File: config.mk
export PLATFORM = sky130hd
export DESIGN_NAME = bip_control_unit
export DESIGN_NICKNAME = d
export VERILOG_FILES = /design/src/rtl/bip_control_unit.sv
export SDC_FILE = /design/constraint.sdc
export NUM_CORES = 1
export LEC_CHECK = 0
export ABC_AREA = 1
export ABC_CLOCK_PERIOD_IN_PS = 3200
export CORE_ASPECT_RATIO = 2
export CORE_MARGIN = 8
export CORE_UTILIZATION = 48
export DETAILED_ROUTE_END_ITERATION = 7
export PLACE_DENSITY = 0.86
export SLEW_MARGIN = 5
export SYNTH_ARGS = -nofsm -noshare
export SYNTH_HDL_FRONTEND = slang
export SYNTH_SLANG_ARGS = --single-unit
File: constraint.sdc
create_clock -name clk -period 3.2 [get_ports clk]
set_input_delay 0.64 -clock clk [delete_from_list [all_inputs] [get_ports clk]]
set_output_delay 0.64 -clock clk [all_outputs]
set_load 0.05 [all_outputs]
File: src/rtl/bip_control_unit.sv
// -----------------------------------------------------------------------------
// bip_control_unit
//
// Sequencer and instruction decoder for the BIP accumulator datapath. It holds
// the program counter, fetches instruction words from the synchronous program
// ROM, and decodes each word into the control signals for the accumulator
// multiplexer, the ALU and the data RAM.
//
// Each instruction takes two cycles:
//   FETCH : AddrProg = PC is presented to the ROM. All control outputs are 0.
//   EXEC  : the ROM word is valid on Instr. The decoded controls are driven for
//           this single cycle.
//   HALT  : entered on HLT. Only reset leaves this state.
//
// Ports
//   clk        in   system clock, rising edge
//   reset      in   synchronous, active-high reset
//   Enable     in   allows leaving FETCH (sampled in FETCH only)
//   Instr      in   {opcode, operand[10:0]} from ROM, valid in EXEC
//   AddrProg   out  program ROM address (the PC)
//   Operand    out  Instr[10:0] during EXEC, otherwise 0
//   SelA       out  accumulator mux select: 0=data RAM, 1=immediate, 2=ALU
//   SelB       out  ALU B operand select: 0=RAM data, 1=immediate
//   Op         out  ALU operation: 0=add, 1=sub
//   WrAcc      out  accumulator write strobe
//   WrRam      out  data RAM write strobe
//   RdRam      out  data RAM read strobe
//   Halted     out  high while in HALT
//   InstrCount out  completed-instruction count, saturating
// -----------------------------------------------------------------------------
module bip_control_unit #(
    parameter int unsigned PC_WIDTH     = 11,
    parameter int unsigned OPCODE_WIDTH = 5,
    parameter int unsigned CNT_WIDTH    = 16
) (
    input  logic                      clk,
    input  logic                      reset,
    input  logic                      Enable,
    input  logic [OPCODE_WIDTH+10:0]  Instr,
    output logic [PC_WIDTH-1:0]       AddrProg,
    output logic [10:0]               Operand,
    output logic [1:0]                SelA,
    output logic                      SelB,
    output logic                      Op,
    output logic                      WrAcc,
    output logic                      WrRam,
    output logic                      RdRam,
    output logic                      Halted,
    output logic [CNT_WIDTH-1:0]      InstrCount
);

    // -------------------------------------------------------------------------
    // State encodings
    // -------------------------------------------------------------------------
    localparam logic [1:0] ST_FETCH = 2'd0;
    localparam logic [1:0] ST_EXEC  = 2'd1;
    localparam logic [1:0] ST_HALT  = 2'd2;

    // Opcodes. Every value above SUBI decodes as NOP.
    localparam logic [OPCODE_WIDTH-1:0] OPC_HLT  = OPCODE_WIDTH'(0);
    localparam logic [OPCODE_WIDTH-1:0] OPC_STO  = OPCODE_WIDTH'(1);
    localparam logic [OPCODE_WIDTH-1:0] OPC_LD   = OPCODE_WIDTH'(2);
    localparam logic [OPCODE_WIDTH-1:0] OPC_LDI  = OPCODE_WIDTH'(3);
    localparam logic [OPCODE_WIDTH-1:0] OPC_ADD  = OPCODE_WIDTH'(4);
    localparam logic [OPCODE_WIDTH-1:0] OPC_ADDI = OPCODE_WIDTH'(5);
    localparam logic [OPCODE_WIDTH-1:0] OPC_SUB  = OPCODE_WIDTH'(6);
    localparam logic [OPCODE_WIDTH-1:0] OPC_SUBI = OPCODE_WIDTH'(7);

    // Accumulator mux selects. The value 3 is never driven.
    localparam logic [1:0] SELA_RAM = 2'd0;
    localparam logic [1:0] SELA_IMM = 2'd1;
    localparam logic [1:0] SELA_ALU = 2'd2;

    // -------------------------------------------------------------------------
    // Registers
    // -------------------------------------------------------------------------
    logic [1:0]           state_q, state_d;
    logic [PC_WIDTH-1:0]  pc_q, pc_d;
    logic [CNT_WIDTH-1:0] cnt_q, cnt_d;

    // -------------------------------------------------------------------------
    // Instruction fields and raw decode
    //
    // The decoder runs on Instr every cycle. Its results are gated to the
    // outputs only in EXEC, so ROM contents seen during FETCH/HALT are harmless.
    // -------------------------------------------------------------------------
    logic [OPCODE_WIDTH-1:0] opcode;
    logic [10:0]             operand_field;

    logic [1:0] dec_sel_a;
    logic       dec_sel_b;
    logic       dec_op;
    logic       dec_wr_acc;
    logic       dec_wr_ram;
    logic       dec_rd_ram;
    logic       dec_hlt;

    assign opcode        = Instr[OPCODE_WIDTH+10:11];
    assign operand_field = Instr[10:0];

    always_comb begin
        dec_sel_a  = SELA_RAM;
        dec_sel_b  = 1'b0;
        dec_op     = 1'b0;
        dec_wr_acc = 1'b0;
        dec_wr_ram = 1'b0;
        dec_rd_ram = 1'b0;
        dec_hlt    = 1'b0;

        case (opcode)
            OPC_HLT: begin
                dec_hlt = 1'b1;
            end
            OPC_STO: begin
                dec_wr_ram = 1'b1;
            end
            OPC_LD: begin
                dec_rd_ram = 1'b1;
                dec_sel_a  = SELA_RAM;
                dec_wr_acc = 1'b1;
            end
            OPC_LDI: begin
                dec_sel_a  = SELA_IMM;
                dec_wr_acc = 1'b1;
            end
            OPC_ADD: begin
                dec_rd_ram = 1'b1;
                dec_sel_a  = SELA_ALU;
                dec_sel_b  = 1'b0;
                dec_op     = 1'b0;
                dec_wr_acc = 1'b1;
            end
            OPC_ADDI: begin
                dec_sel_a  = SELA_ALU;
                dec_sel_b  = 1'b1;
                dec_op     = 1'b0;
                dec_wr_acc = 1'b1;
            end
            OPC_SUB: begin
                dec_rd_ram = 1'b1;
                dec_sel_a  = SELA_ALU;
                dec_sel_b  = 1'b0;
                dec_op     = 1'b1;
                dec_wr_acc = 1'b1;
            end
            OPC_SUBI: begin
                dec_sel_a  = SELA_ALU;
                dec_sel_b  = 1'b1;
                dec_op     = 1'b1;
                dec_wr_acc = 1'b1;
            end
            default: begin
                // NOP: no strobes, still advances PC and is counted.
            end
        endcase
    end

    // -------------------------------------------------------------------------
    // Next-state logic
    // -------------------------------------------------------------------------
    always_comb begin
        state_d = state_q;
        pc_d    = pc_q;
        cnt_d   = cnt_q;

        case (state_q)
            ST_FETCH: begin
                if (Enable) begin
                    state_d = ST_EXEC;
                end
            end
            ST_EXEC: begin
                // Enable is not consulted: an instruction in EXEC always retires.
                if (dec_hlt) begin
                    state_d = ST_HALT;
                end else begin
                    state_d = ST_FETCH;
                    pc_d    = pc_q + PC_WIDTH'(1);
                    if (cnt_q != '1) begin
                        cnt_d = cnt_q + CNT_WIDTH'(1);
                    end
                end
            end
            ST_HALT: begin
                state_d = ST_HALT;
            end
            default: begin
                // Unused encoding: recover to a clean fetch.
                state_d = ST_FETCH;
            end
        endcase
    end

    // -------------------------------------------------------------------------
    // State registers
    // -------------------------------------------------------------------------
    always_ff @(posedge clk) begin
        if (reset) begin
            state_q <= ST_FETCH;
            pc_q    <= '0;
            cnt_q   <= '0;
        end else begin
            state_q <= state_d;
            pc_q    <= pc_d;
            cnt_q   <= cnt_d;
        end
    end

    // -------------------------------------------------------------------------
    // Outputs
    // -------------------------------------------------------------------------
    logic in_exec;

    assign in_exec = (state_q == ST_EXEC);

    always_comb begin
        SelA    = in_exec ? dec_sel_a     : SELA_RAM;
        SelB    = in_exec & dec_sel_b;
        Op      = in_exec & dec_op;
        WrAcc   = in_exec & dec_wr_acc;
        WrRam   = in_exec & dec_wr_ram;
        RdRam   = in_exec & dec_rd_ram;
        Operand = in_exec ? operand_field : '0;
    end

    assign AddrProg   = pc_q;
    assign Halted     = (state_q == ST_HALT);
    assign InstrCount = cnt_q;

endmodule

==> impl_metrics.csv <==
group,metric,value,unit
run_status,status,"complete, no violations",
min_path,min_path_type,"flop to flop",
setup_path,crit_arrival,2.06,ns
clock_tree,cts_buffers,5,
timing,setup_viol,0,
synth,yosys.area.top_type_share,33.1,%
setup_path,reg2reg_from,"InstrCount[0]$_SDFFE_PP0P_",
synth,ys.flop_type,"dfxtp_1",
floorplanning,die_h,102,µm
place,placed_area,2420,µm²
place,dp_cells,389,
detailed_routing,vias,1939,
global_routing,antenna_found_initial,0,
global_routing,grt_pass1_vias,1892,
synth,syn_nets,301,
floorplanning,dieArea,5970,µm²
clock_tree,cts_max_level,2,
global_routing,use_met1,14.8,%
detailed_routing,remaining_drc_errors,0,
global_routing,grt_max_degree,20,
timing,worst_pin_slew,0.544,ns
power_and_ir_drop,leakage,1.05,nW
min_path,hold_end,"AddrProg[0]$_SDFFE_PP0P_",
power_and_ir_drop,p_comb_share,15.2,%
synth,synth.avg_cell_area,6.27,µm²
floorplanning,ios,65,
global_routing,met3_usage,2.67,%
synth,synth_seq_cells,29,
setup_path,reg2reg_to,"InstrCount[4]$_SDFFE_PP0P_",
power_and_ir_drop,p_sw_share,26.5,%
power_and_ir_drop,power_density,328,nW/µm²
clock_tree,cts_resized,0,
clock_tree,cts.sinks,29,
floorplanning,start_util,49.2,%
clock_tree,insertion_delay,0.27,ns
detailed_routing,drt_iter0_drc,36,
synth,synthDistinctLibCells,28,
synth,synth_common_cells,"nand2_1, nor2_1, inv_1",
synth,synth_top_area_cell,"dfxtp_1",
timing,slew_violations,0,
timing,final_hold_viol_count,0,
detailed_routing,routedWlPerCell,12.6,µm
timing,fin_crit_sh,84.5,%
clock_tree,path_clk_slew,0.06,ns
power_and_ir_drop,ir_worst_vdd,0.294,mV
detailed_routing,postRouteAntennaNets,0,
synth,synth_edf_count,0,
min_path,hp-start,"AddrProg[0]$_SDFFE_PP0P_",
power_and_ir_drop,p_sw,0.219,mW
timing,fmax,370,MHz
place,port_buffers,64,
floorplanning,num_rows,31,
synth,synth_warnings,0,
final_layout,fillers,311,
final_layout,stdcell_count,397,
final_layout,nets,368,
global_routing,met2_usage,36.9,%
clock_tree,cts_setup_buffers,0,
setup_path,cp-end-kind,"output port",
global_routing,grt_pass1_wl,8320,µm
setup_path,start_kind,"input pin",
final_layout,layout-drive-gt1-share,11.2,%
timing,tns,0,ns
detailed_routing,wl,4990,µm
timing,min_period,2.70,ns
timing,finClkSkew,0.00508,ns
power_and_ir_drop,clock_power_share,39.9,%
power_and_ir_drop,seq_power_share,44.8,%
final_layout,syn2layout_area_growth,43.5,%
clock_tree,clockBufferDepth,2,
global_routing,grt_usage,17.8,%
min_path,holdPathStages,1,
setup_path,worstSetupPathType,"input pin to output port",
timing,whs,0.501,ns
setup_path,worstPathRequired,2.56,ns
detailed_routing,first_pass_iters,5,
synth,postSynth.asyncResetShare,0,%
clock_tree,root_buffer,"clkbuf_8",
final_layout,fin_util,70.6,%
final_layout,n_antenna_cell,0,
timing,rsz0062_at_grt,"false",
final_layout,fin_area,2520,µm²
power_and_ir_drop,internal_power,0.607,mW
setup_path,path_max_fanout,1,
synth,synth.top_cells.by_area,"dfxtp_1, nand2_1, nor2_1, inv_1, nand3_1",
global_routing,grt_overflow,0,
floorplanning,die_x,58.8,µm
run,drv_cap,0,
synth,syn-cell-area,1760,µm²
synth,ys_seq_area_share,33.1,%
setup_path,r2r_setup_slack,1.68,ns
setup_path,r2r_cells,8,
global_routing,busiest_layer,"met2",
detailed_routing,viasPerCell,4.88,
synth,synthCells,280,
clock_tree,ctsHoldBuffers,0,
place,dp_hpwl,3990,µm
place,place.gp.congestion,0.932,
timing,max_slew_margin,63.5,%
clock_tree,cts_tree,"built",
floorplanning,core_area,3570,µm²
-- flip-flops by register name, summed over array words and instances (netlist names) --
register / cells
state_q: 2
AddrProg: 11
InstrCount: 16
-- worst max-delay path, stage by stage --
cell and delay [ns]:
clkdlybuf4s50_1 0.46, inv_1 0.04, nor2_1 0.09, clkdlybuf4s50_1 0.83
-- metal layers --
metal	vias to the layer above	wire [µm]
li1	995	-
met1	891	1670
met2	38	3020
met3	15	151
met4	0	154
met5	-	0
-- power by group through the flow --
stage          Clock, mW  Combinational, mW  Sequential [mW]
6_report           0.330              0.126            0.370
3_3_place_gp           0              0.126            0.378
5_1_grt            0.359              0.136            0.371
2_1_floorplan          0             0.0644            0.390
3_5_place_dp           0              0.127            0.378
4_1_cts            0.340              0.128            0.370
-- cell usage in the layout, fill, tap and decap left out, drive strengths merged --
master	n
nor2	73
nand2	71
clkdlybuf4s50	57
inv	38
dfxtp	29
nand3	21
a21oi	16
buf	8
clkbuf	7
nor3	5
o21ai	5
xor2	4
xnor2	3
clkinv	3
ha	2
a211oi	1
nor2b	1
nand3b	1
nand4	1
o21bai	1
and3	1
-- kinds of logic after synthesis --
kind of cell / after synthesis / share of synthesized area [%]
flip-flops: 29 / 33.1
AND/OR/NAND/NOR: 174 / 43.7
XOR/XNOR: 7 / 3.49
AO/OA/AOI/OAI: 23 / 7.70
adder cells (fa/ha/maj): 2 / 1.43
buffers and inverters: 45 / 10.6
-- worst max path at each step --
| stage | to | from | depth (start not counted) |
|---|---|---|---|
| floorplan | RdRam | Instr[15] | 4 |
| global placement | Operand[3] | Instr[3] | 4 |
| detailed placement | Operand[8] | Instr[8] | 4 |
| CTS | Operand[8] | Instr[8] | 4 |
| global route | Operand[8] | Instr[8] | 4 |
| finish | Operand[1] | Instr[1] | 4 |
-- through the flow --
| stage | power (mW) | worst slack [ns] |
|---|---|---|
| 2_1_floorplan | 0.455 | 0.277 |
| 3_3_place_gp | 0.503 | 0.491 |
| 3_5_place_dp | 0.505 | 0.481 |
| 4_1_cts | 0.838 | 0.482 |
| 5_1_grt | 0.866 | 0.442 |
| 6_report | 0.826 | 0.497 |
-- cell type report --
cell class | count | area, µm² | area share [%]
Tap cell | 49 | 61.3 | 2.43
Sequential cell | 29 | 581 | 23.1
Timing Repair Buffer | 65 | 631 | 25.0
Clock buffer | 7 | 96.3 | 3.83
Multi-Input combinational cell | 206 | 993 | 39.4
Clock inverter | 1 | 5.00 | 0.199
Inverter | 40 | 151 | 6.01
Power figures use the tool's default switching activity.
